[src/rtl/rightmove_seq.sv]
// rightmove_seq: sequential right shifter, one bit position per clock.
//   Shifts a WIDTH-bit operand right by a runtime amount and produces a
//   sticky bit (OR of every bit shifted out) for alignment/rounding.
//   Valid/ready handshake on both input and output.
//
// Ports:
//   clk, rst_n            clock, async active-low reset
//   I, amt, arith         operand, shift amount (0..WIDTH-1), sign-fill request
//   in_valid / in_ready   input handshake (in_ready high only in IDLE)
//   F, sticky             registered result, valid while out_valid
//   out_valid / out_ready output handshake (out_valid high only in DONE)
//
// Build option:
//   RSHIFT_ARITH_EN  defined: arith=1 fills with I[WIDTH-1] latched at accept.
//                    undefined: arith ignored, zero fill, no fill register.
module rightmove_seq #(
  parameter int WIDTH = 32,
  parameter int SHW   = $clog2(WIDTH)
) (
  input  logic             clk,
  input  logic             rst_n,
  input  logic [WIDTH-1:0] I,
  input  logic [SHW-1:0]   amt,
  input  logic             arith,
  input  logic             in_valid,
  output logic             in_ready,
  output logic [WIDTH-1:0] F,
  output logic             sticky,
  output logic             out_valid,
  input  logic             out_ready
);

  typedef enum logic [1:0] {IDLE, SHIFT, DONE} state_t;

  state_t           state;
  logic [WIDTH-1:0] data;
  logic [SHW-1:0]   cnt;
  logic             sticky_q;
  logic             fill;

`ifdef RSHIFT_ARITH_EN
  always_ff @(posedge clk or negedge rst_n) begin
    if (!rst_n)
      fill <= 1'b0;
    else if (state == IDLE && in_valid)
      fill <= arith & I[WIDTH-1];
  end
`else
  // Logical shift only; arith is kept on the port for drop-in compatibility.
  logic unused_arith;
  assign unused_arith = arith;
  assign fill         = 1'b0;
`endif

  always_ff @(posedge clk or negedge rst_n) begin
    if (!rst_n) begin
      state    <= IDLE;
      data     <= '0;
      cnt      <= '0;
      sticky_q <= 1'b0;
    end else begin
      case (state)
        IDLE: begin
          if (in_valid) begin
            data     <= I;
            cnt      <= amt;
            sticky_q <= 1'b0;
            state    <= SHIFT;
          end
        end
        SHIFT: begin
          // cnt==0 check first so the counter can never wrap.
          if (cnt != '0) begin
            data     <= {fill, data[WIDTH-1:1]};
            sticky_q <= sticky_q | data[0];
            cnt      <= cnt - SHW'(1);
          end else begin
            state <= DONE;
          end
        end
        DONE: begin
          if (out_ready)
            state <= IDLE;
        end
        default: state <= IDLE;
      endcase
    end
  end

  assign in_ready  = (state == IDLE);
  assign out_valid = (state == DONE);
  assign F         = data;
  assign sticky    = sticky_q;

endmodule

[config.mk]
export PLATFORM = sky130hd
export DESIGN_NAME = rightmove_seq
export DESIGN_NICKNAME = d
export VERILOG_FILES = /design/src/rtl/rightmove_seq.sv
export SDC_FILE = /design/constraint.sdc
export NUM_CORES = 1
export LEC_CHECK = 0
export ABC_AREA = 1
export CAP_MARGIN = 0
export CORE_UTILIZATION = 46
export CTS_BUF_LIST = sky130_fd_sc_hd__clkbuf_8
export DETAILED_ROUTE_END_ITERATION = 12
export PLACE_DENSITY_LB_ADDON = 0.12
export SLEW_MARGIN = 0
export SYNTH_ARGS = -nofsm -noshare
export SYNTH_HDL_FRONTEND = slang
export SYNTH_SLANG_ARGS = --single-unit
[constraint.sdc]
create_clock -name clk -period 1.8 [get_ports clk]
set_clock_uncertainty 0.05 [all_clocks]
set_input_delay 0.36 -clock clk [delete_from_list [all_inputs] [get_ports clk]]
set_output_delay 0.36 -clock clk [all_outputs]
set_load 0.05 [all_outputs]
# Yosys cells after proc, flatten, opt, wreduce, memory -nomap -nowiden
# Index checks and enable logic that the tools add are counted.
# classes
add_sub_neg,1
n_eq_ne,6
mux,13
bitwise_logic,1
n_reduce_logical,5
# ops
operator,count
32-bit 2-to-1 mux,2
32-bit case mux with 2 select lines,1
5-bit 2-to-1 mux,2
5-bit case mux with 2 select lines,1
2-bit 2-to-1 mux,3
2-bit inequality test (second input constant),3
2-bit case mux with 3 select lines,1
3-bit AND reduction,2
5-bit nonzero test,1
5-bit by 1-bit subtractor with 5-bit output (second input constant),1
2-bit by 1-bit == test with 1-bit output (second input constant),1
2-bit == test (second input constant),1
2-bit zero test,1
1-bit 2-to-1 mux,2
2-bit by 1-bit inequality test with 1-bit output (second input constant),1
1-bit case mux with 2 select lines,1
2-bit nonzero test,1
1-bit bitwise OR,1
# totals
register_bits,40
out_inout_bits,35

# Logic depth before layout (Yosys ltp)
# Gate-level depths: netlist of run 1.
# depth
word_depth,3
mapped_depth,9
mapped_depth_nobuf,8

# Least setup slack after synthesis of run 1
# OpenSTA, ideal clock, no wires.
# synth_path
kind,flip-flop to flip-flop
startpoint,reg state[1]
endpoint,"reg data[22], in the netlist F[22]"
setup_time_ns,0.131
arrival_ns,1.527
required_time_ns,1.619
path_slack_ns,0.092
stages_incl_launch_ff,6
n_path_buf,1
period_less_slack_ns,1.708
cell_sequence,dfrtp_1 -> nor2_2 -> nand2_4 -> nand2_4 -> clkbuf_1 -> o21ai_0
# synth_between
elab_chain_cells,3
# synth_rtl
element,line_no,text
"start, declared",35,state_t state;
"start signal, assigned",57,state <= IDLE;
"start signal, assigned",68,state <= SHIFT;
"start signal, assigned",78,state <= DONE;
2-bit zero test (*),--,
via in_ready,26,"output logic in_ready,"
2-bit inequality test (no line) or 2-bit nonzero test (tied branches),--,
3-bit AND reduction (no line),--,
"end signal, assigned",74,"data <= {fill, data[WIDTH-1:1]};"
"end, declared",36,logic [WIDTH-1:0] data;
# The timed path passes the listed nets; every way through them passes the cells marked *.
# A chain may end at the register's enable or synchronous reset.

# Final worst setup path of run 1
# layout_path
startpoint,reg cnt[0]
endpoint,"reg data[15], in the netlist F[15]"
# layout_between
elab_chain_cells,3
# layout_rtl
element,line_no,text
"start, declared",37,logic [SHW-1:0] cnt;
"start signal, assigned",66,cnt <= amt;
"start signal, assigned",76,cnt <= cnt - SHW'(1);
5-bit nonzero test,73,if (cnt != '0) begin
2-bit inequality test (no line),--,
3-bit AND reduction (no line),--,
# No other way between the ends.

==> results of run 1 <==
[report_power, final]
| group | total, W | leakage (nW) | switching [W] | internal (W) |
|---|---|---|---|---|
| clock network | 0.000599 | 0.0538 | 0.000297 | 0.000301 |
| registers | 0.00159 | 0.501 | 0.000250 | 0.00134 |
| logic | 0.00431 | 0.893 | 0.00286 | 0.00144 |
| total | 0.00650 | 1.45 | 0.00341 | 0.00309 |
[state kept, by name, summed over array words and instances, names as in the netlist]
signal  flops
F          32
cnt         5
state       2
sticky      1
[worst min-delay path, delay by kind of cell (launching register included)]
| family | cells | cell delay (ns) |
|---|---|---|
| flip-flops | 1 | 0.38 |
| buffers and inverters | 1 | 0.05 |
| AO/OA/AOI/OAI | 1 | 0.05 |
[layer usage]
metal | part of all wire, % | up-vias | global-route usage [%]
met5 | 0 | - | 0
met4 | 0.64 | 0 | 6.667
met3 | 6.2 | 2 | 5.772
met2 | 47 | 47 | 30.66
met1 | 46 | 829 | 24.58
li1 | - | 979 | -
[cell families after synthesis]
group / synth area share [%]
AOI/OAI and AO/OA: 18.20
adders and majority gates: 0.5888
buffers and inverters: 12.66
DFF: 47.11
and+or+nand+nor: 21.44
[metrics by stage]
stage          area [sq um]  hold WS [ns]
2_1_floorplan          2125       0.01441
3_3_place_gp           2844        0.3012
3_5_place_dp           2844        0.3091
4_1_cts                2944        0.4764
5_1_grt                2947        0.5102
6_report               2947        0.4734
[final timing paths]
kind,end,slack (ns),cells past startpoint
max,F[15],0.17,8
max reg2reg,F[15],0.17,8
min reg2reg,sticky,0.47,2
min in group asynchronous,F[27],0.52,2
max in group asynchronous,F[20],0.70,3
min,sticky,0.47,2
[final cells by class]
| type | instances | area share (%) |
|---|---|---|
| timing repair buffer | 80 | 26.24 |
| clock buffer | 6 | 2.803 |
| tap | 52 | 2.208 |
| sequential | 40 | 33.97 |
| clock inverter | 2 | 0.2548 |
| multi-input combinational | 171 | 29.09 |
| inverter | 42 | 5.435 |
[placed cells by master (no fill, tap or decap)]
master	n
o21ai_1	23
dfrtp_1	40
nor2_2	2
or2_2	2
clkbuf_8	6
o22ai_1	1
inv_4	1
a21oi_2	1
inv_1	42
buf_4	33
buf_2	1
inv_2	1
dlygate4sd3_1	1
nand2_1	79
nor2_8	1
nand3_2	2
nand2_4	3
nand3_1	7
buf_12	6
a21oi_1	1
o21ai_2	11
o21ai_0	31
nor2_1	5
ha_2	1
clkdlybuf4s50_1	39
nand4_1	1
[what timing repair did]
action,CTS,global route
setup endpoints to repair,0,5
hold endpoints to repair,20,0
resized for setup,0,1
hold buffers,1,0
setup buffers,0,0
==> run summary, run 1 <==
The run finished with clean final reports. Setup violations remaining at the end of the flow were counted as 0. Entering global routing, the biggest net connects 68 pins. The number of max-capacitance violations reported came out at 0. In the final layout, the multi-input gates occupy about 860 sq um. The post-place setup slack is about 0.14 ns. The power density over the cells came out at approximately 2200 nW/um^2. The floorplan row count is 24. The commonest cells after synthesis are 79 x nand2_1, 40 x dfrtp_1, 40 x inv_1, 31 x o21ai_0, 23 x o21ai_1. The proportion of synthesized flip-flops having asynchronous set or reset came out at between 90% and 100%.

The highest fanout seen on the critical path came out at 21. The post-synthesis cell area came out at between 2000 and 2500 sq um. The synthesis-stage register bit count is 40. The maximum root-to-sink buffer count came out at 2.

The critical path contains buffers and inverters numbering 2 combined. The via count of the first global-routing pass came out at about 1700. Summed over all cells, the static leakage comes to approximately 1.4 nW. The per-instance average area after synthesis is about 8.0 sq um. Once the floorplan was initialized, standard cells occupied 48.46% of the core. The number of nets in the synthesized netlist is 310.

The synthesized instance count is around 270. The area taken by flip-flops and latches came out at approximately 1000 sq um. Summed over all layers, the routed wires come to between 4 and 5 mm. The overall track demand over capacity in global routing is between 10% and 20%. In the final routed layout, each cell accounts on average for between 10 and 15 microns. The via count is approximately 1900. The fraction of the core area covered by cells at the end of the flow is 67.21%.

The number of top-level pins is 77. The first-pass GRT wire length is between 7 and 8 mm. By instance count, the cell type seen most on the critical path is nand2_4. The HPWL after detailed placement is around 3 mm. The worst min-delay path category is reg2reg. The post-detailed-route DRC marker count is 0. TritonCTS built the clock tree. The arrival time of data at the critical path endpoint is ~1.7 ns. The final layout contains approximately 380 nets. The H-tree generated during clock tree synthesis spans 2 levels. Setup repair after global routing left no endpoint under its margin. The final count of hold timing violations came out at 0. The max-slew violation count came to 0. The number of antenna violations at the first check in global routing is 0. The number of synthesized flops with an enable pin came out at 0. The standard cell core area is around 4400 sq um. The number of fillers in the final layout is roughly 400. Across the VDD grid, the largest voltage drop is roughly 0.94 mV.

The measured slew at the worst slew-check pin came out at 0.5995 ns. The cell type contributing the most total cell area after synthesis is dfrtp_1. The setup slack after layout is around 0.17 ns.

The number of buffers added by the clock tree synthesis step came out at 5. Summed over all layers, the global routing overflow is 0. The first-pass detailed-route iteration total is 4. The largest stage delay on the critical path is 0.38 ns.

The number of routed nets with antenna violations is 0. The horizontal die dimension is 69.96 microns. By area the synthesized netlist is led by dfrtp_1 47%, nand2_1 14%, o21ai_0 7.3%. Adding up every negative setup slack in the final design gives 0 ns.

Yosys mapped the design onto 25 distinct sky130hd cell types. The total of buffers placed on input and output ports is 75. The die is 69.96 microns tall. The critical path starts at cnt[0]. The timing-limited maximum frequency came out at 0.6143 GHz. Grouping stages by cell kind, the critical path spends the most delay in simple AND/OR/NAND/NOR gates. Yosys instantiated no cell more often than nand2_1. The signal on the critical path passes through inv_1 > ha_2 > nand3_2 > nand2_4 > nand2_4 > buf_12 > nand2_1 > o21ai_0. Of the cells placed in the final design, the portion with a size suffix greater than 1 is 20.82%. The slowest stage of the critical path is the dfrtp_1 cell. The worst relative slew slack is ~60%.

The clock sink total is 40. The number of standard cells in the layout, taps in and fillers out is 393. Of the post-synthesis cell area, the dominant cell type holds between 40 and 50%. The critical path startpoint category is a register. The worst setup path is captured at a register.

The critical path in this run is classified as reg2reg. The design draws 0.006496 W. The number of placed instances, taps included is 384.

The detailed router finished its first iteration with 110 violations. The most used flip-flop cell after synthesis is dfrtp_1. The global placement routability congestion came out at about 0.76.

The part of the Yosys area used for sequential elements came out at roughly 47%. Clock tree synthesis selected as its root buffer the cell clkbuf_8. The total inserted antenna cells came out at 0.

The die covers about 4900 sq um. The count of yosys warnings during synthesis came out at 0. The post-layout minimum cycle time is ~1.6 ns. The synthesis-to-finish area growth came out at 38.69%.

The critical path data required time is approximately 1.9 ns. The clock latency at the later pin of the worst-skew pair came out at 0.29 ns. In this run the critical register-to-register path is launched from cnt[0]. The post-detailed-route via-to-cell ratio is between 4 and 5. The startpoint of the most critical hold path is sticky. In the finished design, the share of the clock period the worst path needs comes to roughly 90%. The register clock-pin slew on the reported worst setup and hold paths came out at approximately 0.08 ns.
Power figures use the tool's default switching activity.
==> inputs of run 2 (changes only) <==
--- a/config.mk
+++ b/config.mk
@@ -5,9 +5,9 @@
 export SDC_FILE = /design/constraint.sdc
 export NUM_CORES = 1
 export LEC_CHECK = 0
-export ABC_AREA = 1
+export ABC_AREA = 0
 export CAP_MARGIN = 0
-export CORE_UTILIZATION = 46
+export CORE_UTILIZATION = 47
 export CTS_BUF_LIST = sky130_fd_sc_hd__clkbuf_8
 export DETAILED_ROUTE_END_ITERATION = 12
 export PLACE_DENSITY_LB_ADDON = 0.12
==> run 2 against run 1 <==
Effect of this change:
- critical path depth decreased by 1
- sequential share of layout area down 3.4 points
- setup slack lost 0.13 ns
- flip-flop and latch count unchanged
- power rose by 13%
- utilization increased by 6.5 points
- maximum frequency is 7.5% lower
- the run now ends with design-rule violations left
- first-iteration DRC count down 23%
- clock power is 4.7% lower
- area after synthesis grew 4.4%
- final cell count down 22%
- global-route usage grew 2.9 points
==> run summary, run 2 <==
The synthesis-to-finish area growth is 47.66% (was 38.69%). The number of top-level pins was 77 (unchanged). The number of endpoints failing setup at the final stage came out at 0 (unchanged).

The class of the most critical setup path is reg2reg (unchanged). The standard cell core area is 4444 sq um (was 4384 sq um). The sum of overflow across all layers after global routing was 0 (unchanged). The timing-limited maximum frequency was 0.5681 GHz (was 0.6143 GHz). The total wire length after detailed routing came out at 5.110 mm (was 4.228 mm). The share of layout cells above drive strength 1 is 54.90% (was 20.82%). The total nets after synthesis is 198 (was 310). The cell with the most instances after synthesis was dfrtp_1 (was nand2_1). The worst ir drop on vdd came to 1.579 mV (was 0.9374 mV). The final count of hold timing violations is 0 (unchanged).

The via count of the first global-routing pass came out at 1671 (was 1691). The count of unique library cells instantiated by Yosys is 35 (was 25). The critical path data required time came out at 1.93 ns (was 1.92 ns). The overall track demand over capacity in global routing came out at 22.03% (was 19.13%). The setup slack after layout is 0.03976 ns (was 0.1722 ns).

The number of synthesized flops with an enable pin came out at 0 (unchanged). The reported leakage power is 1.530 nW (was 1.449 nW). The number of antenna violations at the first check in global routing is 0 (unchanged). The most common cell after layout, fill and taps aside was buf_4 (was nand2_1). The horizontal die dimension was 70.70 microns (was 69.96 microns). The maximum root-to-sink buffer count was 2 (unchanged). The synthesis-stage register bit count is 40 (unchanged).

The post-detailed-route DRC marker count came out at 10 (was 0). The clock sink total is 40 (unchanged). Highest-count cells in the layout ignoring fill and taps: 49 x buf_4, 39 x dfrtp_1, 38 x clkdlybuf4s50_1 (was 79 x nand2_1, 42 x inv_1, 40 x dfrtp_1). Top cell types by occurrence after synthesis: 40 x dfrtp_1, 35 x mux2_2, 27 x mux2_4, 5 x nor2_1 (was 79 x nand2_1, 40 x dfrtp_1, 40 x inv_1, 31 x o21ai_0, 23 x o21ai_1). The part of the Yosys area used for sequential elements is 45.12% (was 47.11%). The post-place setup slack came out at -0.3708 ns (was 0.1367 ns). Run status: complete, but fails checks (was complete, no violations). The worst hold margin is 0.4655 ns (was 0.4734 ns). The worst relative slew slack is 69.63% (was 60.03%).

The floorplan row count came to 24 (unchanged). The checks that failed: design-rule violations. The wire length per cell after detailed routing is 16.64 microns (was 10.76 microns). The post-detailed-route via-to-cell ratio came out at 5.388 (was 4.725).

The worst min-delay path category is reg2reg (unchanged). The fraction of the core area covered by cells at the end of the flow is 73.71% (was 67.21%). The clock tree from TritonCTS is yes (unchanged). The area enclosed by the die boundary is 4998 sq um (was 4894 sq um). The post-synthesis cell area is 2218 sq um (was 2125 sq um). The number of max-capacitance violations reported came out at 0 (unchanged). The maximum level of the CTS H-tree was 2 (unchanged). The count of yosys warnings during synthesis is 0 (unchanged). The highest fanout seen on the critical path came to 10 (was 21). The via count is 1654 (was 1857). The effective utilization at floorplan is 49.92% (was 48.46%). The first-pass detailed-route iteration total came to 8 (was 4). The global placement routability congestion came out at 0.8099 (was 0.7561). The first-pass GRT wire length came out at 8.493 mm (was 7.514 mm). The cell type contributing the most total cell area after synthesis is dfrtp_1 (unchanged). The clock latency at the later pin of the worst-skew pair is 0.29 ns (about the same). The total inserted antenna cells came out at 0 (unchanged). The maximum number of pins on one net before global-route repair is 23 (was 68). The type of destination of the critical path is a register (unchanged).

The total of buffers placed on input and output ports came out at 75 (unchanged). The number of flip-flops under the largest register name is 32 (unchanged). The per-instance average area after synthesis is 14.31 sq um (was 7.957 sq um). Cells taking the most area after synthesis: dfrtp_1 45%, mux2_4 18%, mux2_2 18% (was dfrtp_1 47%, nand2_1 14%, o21ai_0 7.3%).

The number of routed nets with antenna violations is 0 (unchanged). The share of the synthesized area in the top cell type is 45.12% (was 47.11%). The overall die height is 70.70 microns (was 69.96 microns).

The critical path startpoint category was a register (unchanged). The number of buffers added by the clock tree synthesis step is 5 (unchanged). The max-slew violation count came out at 0 (unchanged).

The number of nets in the final layout came out at 297 (was 383). The power density over the cells was 2242 nW/um^2 (was 2205 nW/um^2). The HPWL after detailed placement is 3.736 mm (was 3.015 mm). The clock root buffer master is clkbuf_8 (unchanged). The register clock-pin slew on the reported worst setup and hold paths came out at 0.08 ns (about the same). The proportion of synthesized flip-flops having asynchronous set or reset came out at 100.0% (unchanged). The arrival time of data at the critical path endpoint is 1.89 ns (was 1.74 ns). The first-iteration detailed-routing DRC count is 85 (was 110). The setup TNS is 0 ns (unchanged). The measured slew at the worst slew-check pin came to 0.4555 ns (was 0.5995 ns). The synthesized instance count came out at 155 (was 267). The flip-flop cell with the highest count after synthesis is dfrtp_1 (unchanged). The post-layout minimum cycle time is 1.760 ns (was 1.628 ns). The final worst-path cycle share came out at 97.79% (was 90.43%).
[run 2: what timing repair did]
| action | 4_1_cts | 5_1_grt |
|---|---|---|
| setup endpoints to repair | 18 | 5 |
| hold buffers | 1 | 0 |
| resized for setup | 6 | 3 |
| gates cloned | 1 | 0 |
| buffers inserted | 2 | 2 |
| endpoints found under the hold margin | 18 | 0 |
[run 2: stage by stage]
stage | instance area [sq um] | total power (W) | instances
6_report | 3276 | 0.007343 | 307
2_1_floorplan | 2218 | 0.005187 | 155
5_1_grt | 3276 | 0.007738 | 307
3_3_place_gp | 3082 | 0.006398 | 293
3_5_place_dp | 3082 | 0.006524 | 293
4_1_cts | 3252 | 0.007333 | 305
[run 2: kinds of logic (layout without fill, tap and decap cells)]
group / after synthesis / after routing / share of synthesized area [%]
and+or+nand+nor: 25 / 25 / 7.671
adders and majority gates: 1 / 1 / 0.5639
muxes: 64 / 64 / 36.94
AOI/OAI and AO/OA: 13 / 13 / 4.456
buffers and inverters: 12 / 112 / 5.245
DFF: 40 / 40 / 45.12
[run 2: worst max-delay path, cell delays in order, from the launching register on]
cell and delay [ns]:
dfrtp_1 0.40, inv_2 0.09, ha_4 0.15, nor4b_4 0.26
o21ai_4 0.10, buf_12 0.15, buf_12 0.14, mux2_4 0.30
[run 2: cell type report]
cell class,instances,area [sq um]
repair buffers,101,987.2
well taps,52,65.06
fillers,306,1169
clock buffers,5,68.82
inverters,3,11.26
clock inverters,3,16.27
flip-flops and latches,40,1002
multi-input cells,103,1125
[run 2: report_power, final]
| group | switching [W] | leakage, nW | total [W] | internal, W |
|---|---|---|---|---|
| clock network | 0.000306 | 0.0507 | 0.000571 | 0.000265 |
| registers | 0.000382 | 0.470 | 0.00175 | 0.00136 |
| logic | 0.00250 | 1.01 | 0.00503 | 0.00253 |
[run 2: routing by layer]
metal | up-vias | wire (microns) | track usage (%) | share of wire [%]
li1 | 768 | - | - | -
met1 | 812 | 2236 | 29.85 | 44
met2 | 64 | 2516 | 35.79 | 49
met3 | 10 | 286 | 5.413 | 5.6
met4 | 0 | 71 | 5.556 | 1.4
met5 | - | 0 | 0 | 0
[run 2: final timing paths]
path,start,end,slack (ns),cells after the start
max,cnt[0],F[22],0.04,7
min,sticky,sticky,0.47,2
max reg2reg,cnt[0],F[22],0.04,7
min reg2reg,sticky,sticky,0.47,2
max in group asynchronous,rst_n,state[1],0.72,3
min in group asynchronous,rst_n,cnt[0],0.50,2
==> inputs of run 3 (changes only) <==
--- a/config.mk
+++ b/config.mk
@@ -7,10 +7,10 @@
 export LEC_CHECK = 0
 export ABC_AREA = 0
 export CAP_MARGIN = 0
-export CORE_UTILIZATION = 47
+export CORE_UTILIZATION = 45
 export CTS_BUF_LIST = sky130_fd_sc_hd__clkbuf_8
 export DETAILED_ROUTE_END_ITERATION = 12
-export PLACE_DENSITY_LB_ADDON = 0.12
+export PLACE_DENSITY = 0.78
 export SLEW_MARGIN = 0
 export SYNTH_ARGS = -nofsm -noshare
 export SYNTH_HDL_FRONTEND = slang
==> run 3 against run 2 <==
Effect of this change:
- the flow now finishes without violations
- die area is 4.3% higher
- clock power increased by 24%
- combinational power fell by 5.8%
- count of clock-buffer cells in the layout stayed put
- maximum frequency increased by 1.6%
- via count is 5.9% lower
- utilization shrank 5.5 points
- worst hold slack improved by 0.0028 ns
- register-to-register slack gained 0.03 ns
- critical path depth decreased by 1
- design area fell by 1.7%
- largest cell class unchanged
- highest routed layer unchanged
==> run summary, run 3 (same netlist as run 2, synthesis figures left out) <==
The family with the most delay on the worst path was flip-flops (unchanged). The clock latency at the later pin of the worst-skew pair is 0.29 ns (about the same). The timing-limited maximum frequency is 0.5772 GHz (was 0.5681 GHz). The horizontal die dimension came out at 72.21 microns (was 70.70 microns). Setup repair after global routing left no endpoint under its margin. The post-layout minimum cycle time came out at 1.732 ns (was 1.760 ns). The number of fillers in the final layout came out at 356 (was 306). The post-place setup slack came out at -0.2955 ns (was -0.3708 ns). The wire length per cell after detailed routing was 14.59 microns (was 16.64 microns).

The worst ir drop on vdd came out at 1.003 mV (was 1.579 mV). The share of layout cells above drive strength 1 came to 52.85% (was 54.90%). The number of top-level pins came out at 77 (unchanged). The final worst-path cycle share is 96.25% (was 97.79%). The standard cell core area came to 4723 sq um (was 4444 sq um).

The area taken by flip-flops and latches is 1001 sq um (was 1002 sq um). The power density over the cells is 2230 nW/um^2 (was 2242 nW/um^2). The highest fanout seen on the critical path came to 5 (was 10). The net switching share of the total power is 42.98% (was 43.38%). The number of antenna violations at the first check in global routing was 0 (unchanged). The synthesis-to-finish area growth is 45.18% (was 47.66%).

The area used by multi-input combinational logic was 1121 sq um (was 1125 sq um). The critical path data required time came out at 1.92 ns (was 1.93 ns). The measured slew at the worst slew-check pin came out at 0.4321 ns (was 0.4555 ns). The sum of overflow across all layers after global routing is 0 (unchanged).

The arrival time of data at the critical path endpoint came to 1.85 ns (was 1.89 ns). The first-pass GRT wire length was 7.327 mm (was 8.493 mm). The floorplan row count is 25 (was 24).

The HPWL after detailed placement is 3.310 mm (was 3.736 mm). The critical path startpoint category is a register (unchanged). The clock sink total is 40 (unchanged). The via count of the first global-routing pass is 1497 (was 1671). Run status: complete, no violations (was complete, but fails checks). The overall die height was 72.21 microns (was 70.70 microns). The maximum number of pins on one net before global-route repair came out at 26 (was 23). The class of the most critical setup path is reg2reg (unchanged). The clock tree from TritonCTS is yes (unchanged). The total wire length after detailed routing is 4.566 mm (was 5.110 mm).

The post-detailed-route via-to-cell ratio is 4.974 (was 5.388). The clock root buffer master is clkbuf_8 (unchanged). The relative contribution of the clock network to total power came out at 9.8% (was 7.8%). The first-iteration detailed-routing DRC count came out at 70 (was 85). The worst relative slew slack is 71.19% (was 69.63%). The post-detailed-route DRC marker count was 0 (was 10). The internal power of the cells is 0.004096 W (was 0.004158 W). The setup slack after layout was 0.06751 ns (was 0.03976 ns). The area enclosed by the die boundary came out at 5214 sq um (was 4998 sq um). The final count of hold timing violations was 0 (unchanged). The maximum level of the CTS H-tree came out at 2 (unchanged).

Highest-count cells in the layout ignoring fill and taps: 43 x buf_4, 40 x dfrtp_1, 38 x clkdlybuf4s50_1 (was 49 x buf_4, 39 x dfrtp_1, 38 x clkdlybuf4s50_1). The highest-delay cell along the critical path is dfrtp_1 (unchanged). The register clock-pin slew on the reported worst setup and hold paths came out at 0.07 ns (was 0.08 ns). The total of buffers placed on input and output ports was 75 (unchanged). The number of max-capacitance violations reported is 0 (unchanged).

The number of endpoints failing setup at the final stage came to 0 (unchanged). The first-pass detailed-route iteration total came out at 4 (was 8). The number of nets in the final layout came to 288 (was 297).

The global placement routability congestion is 0.8682 (was 0.8099). The worst min-delay path category was reg2reg (unchanged). The max-slew violation count came out at 0 (unchanged). Ordered cell list for the critical path: inv_2 > ha_4 > nor4b_4 > o21ai_4 > clkbuf_16 > mux2_4 (was inv_2 > ha_4 > nor4b_4 > o21ai_4 > buf_12 > buf_12 > mux2_4). The number of flip-flops under the largest register name is 32 (unchanged). The largest stage delay on the critical path came out at 0.38 ns (was 0.40 ns). The number of routed nets with antenna violations is 0 (unchanged). The overall track demand over capacity in global routing is 18.24% (was 22.03%). The type of destination of the critical path is a register (unchanged). The share of power burned in combinational logic came out at 66.0% (was 68.4%). The total power after layout was 0.007183 W (was 0.007343 W). The power spent charging and discharging nets came out at 0.003087 W (was 0.003186 W).

The via count came to 1557 (was 1654). The total inserted antenna cells came to 0 (unchanged). The number of buffers added by the clock tree synthesis step came out at 5 (unchanged). The sum of buffers and inverters on the critical path was 2 (was 3).

The most common cell after layout, fill and taps aside is buf_4 (unchanged). The effective utilization at floorplan came out at 46.97% (was 49.92%). The maximum root-to-sink buffer count is 2 (unchanged). The reported leakage power is 1.492 nW (was 1.530 nW). The sequential share of power came out at 24.2% (was 23.8%).
[run 3: stage by stage]
step	cells	utilization (%)	instance area, sq um	TNS [ns]	hold WS (ns)
detailed placement	302	64.69	3055	-8.680	0.2736
floorplan	155	-	2218	0	0.01441
CTS	311	67.18	3173	0	0.4773
finish	313	68.19	3221	0	0.4682
global placement	302	64.69	3055	-8.214	0.2675
global route	313	68.19	3221	0	0.5080
[run 3: power by group through the flow]
stage | Clock [W] | Combinational [W] | Sequential [W]
after floorplan | 0 | 0.00223 | 0.00296
after global placement | 0 | 0.00459 | 0.00173
after detailed placement | 0 | 0.00465 | 0.00174
after CTS | 0.000721 | 0.00467 | 0.00173
after global routing | 0.000758 | 0.00499 | 0.00179
final | 0.000706 | 0.00474 | 0.00174
[run 3: worst register-to-register path, delay by kind of cell, from the launching register on]
family,cells,cell delay (ns)
flops,1,0.38
simple gates,1,0.14
buf+inv,2,0.29
mux,1,0.29
fa+ha+maj,1,0.16
compound gates,1,0.32
[run 3: final cells by class]
class	count	area share, %
Inverter	3	0.3497
Multi-Input combinational cell	103	34.81
Clock buffer	5	2.137
Sequential cell	40	31.08
Clock inverter	3	1.204
Timing Repair Buffer	92	27.82
Tap cell	67	2.603
[run 3: per-layer routing]
metal	vias up	part of all wire (%)	GRT usage, %
li1	748	-	-
met1	747	49	26.78
met2	55	44	26.69
met3	7	5.6	4.167
met4	0	1.2	5.882
met5	-	0	0
[run 3: path summary, 6_finish.rpt]
check	startpoint	end	slack, ns	cells after the start
min in group asynchronous	rst_n	F[17]	0.48	2
max in group asynchronous	rst_n	F[2]	0.74	3
min	sticky	sticky	0.47	2
max	cnt[0]	F[8]	0.07	6
min reg2reg	sticky	sticky	0.47	2
max reg2reg	cnt[0]	F[8]	0.07	6
[run 3: timing repair]
action                                  4_1_cts  5_1_grt
endpoints found under the setup margin        0       32
hold endpoints to repair                     17        0
hold buffers                                  1        0
resized for setup                             0        5
buffers inserted                              0        1
==> patch, RTL diff (flow settings as in run 1) <==
`WIDTH`: 32 -> 16.
--- a/src/rtl/rightmove_seq.sv
+++ b/src/rtl/rightmove_seq.sv
@@ -14,7 +14,7 @@
 //   RSHIFT_ARITH_EN  defined: arith=1 fills with I[WIDTH-1] latched at accept.
 //                    undefined: arith ignored, zero fill, no fill register.
 module rightmove_seq #(
-  parameter int WIDTH = 32,
+  parameter int WIDTH = 16,
   parameter int SHW   = $clog2(WIDTH)
 ) (
   input  logic             clk,
Ports: changed (resized F, I and amt); port bits go from 77 to 44. No check against the original RTL was run, so the function may have changed too.
==> patch against run 1 <==
- core utilization fell by 0.89 points
- die area is 41% lower
- sequential cell count fell by 17
- cell count shrank 43%
- synthesized area fell by 42%
- worst setup slack better by 0.0040 ns
- routed wire length fell by 44%
- design area decreased by 43%
Power is left out: the tool's default activity adds up to more than one toggle a clock period on the data nets, which glitch-free logic cannot reach.
==> patch: results <==
[cells_and_area]
largest_register_ffs = 16
layout-drive-gt1-share_pct = 21.76
fillerInstances = 225
nNetsFinal = 220

[grt]
grt_max_degree = 39
grt_pass1_wl_um = 3712
grt_use_total_pct = 17.91
antenna_found_initial = 0

[route]
drtIter0Drc = 27
routed_wl_um = 2358
via_count = 1053

[logic_synthesis]
syn_nets = 178
synthDistinctLibCells = 23
yosysSeqAreaShare_pct = 46.42
yosys-top-cells-count = "40 x nand2_1, 27 x o21ai_0, 23 x dfrtp_1"

[clock_network]
numCtsBuffers = 3
clock_latency_ns = 0.26
htree_levels = 1
clkTransAtPathRegs_ns = 0.08
post_cts_buffers = 0

[placed_design]
place_area_um2 = 1627
dpl.hpwl_um = 1719
dp_slack_ns = 0.1369
gp_congestion = 0.7243

[run_status]
status = "complete, no violations"

[critical_path]
cp_max_fo = 38
cp.arrival_ns = 1.70

[sta]
relSlewSlack_pct = 72.71
-- patch: cell type report --
cell class,count,share of cell area (%)
flip-flops and latches,23,34.41
multi-input cells,98,30.37
repair buffers,44,24.68
inverters,24,5.535
clock buffers,3,2.468
well taps,30,2.244
clock inverters,1,0.2992
-- patch: final timing paths --
path,from,endpoint,cells past startpoint
worst min register to register,sticky,sticky,1
max in group asynchronous,rst_n,F[12],2
worst max register to register,cnt[0],F[12],7
worst min-delay path,rst_n,F[15],2
min in group clk,sticky,sticky,1
worst max-delay path,cnt[0],F[12],7
-- patch: metal layers --
layer  part of all wire [%]  GRT usage (%)  vias to the layer above  wire length, um
met4                   0.81          6.579                        0               19
met2                     48          28.19                       25             1126
met3                    4.6          3.390                        2              108
li1                       -              -                      556                -
met1                     47          24.33                      470             1104
met5                      0              0                        -                0
-- patch: cells by family after synthesis --
group	Yosys count	share of synthesized area, %
AO/OA/AOI/OAI	38	17.76
adder cells (fa/ha/maj)	1	1.009
buffers and inverters	31	12.61
flip-flops	23	46.42
AND/OR/NAND/NOR	59	22.20
-- patch: worst max-delay path: cells and delay by family (launching register included) --
family	cells	cell delay, ns
AND/OR/NAND/NOR	4	0.63
flip-flops	1	0.38
adder cells (fa/ha/maj)	1	0.21
buffers and inverters	1	0.11
AO/OA/AOI/OAI	1	0.09
-- patch: through the flow --
step                      hold slack [ns]  instances  util [%]
after floorplan                   0.01441        152         -
after global placement             0.4266        219     64.48
after detailed placement           0.4458        219     64.48
after CTS                          0.4036        223     66.32
after global routing               0.4511        223     66.32
final                              0.3922        223     66.32
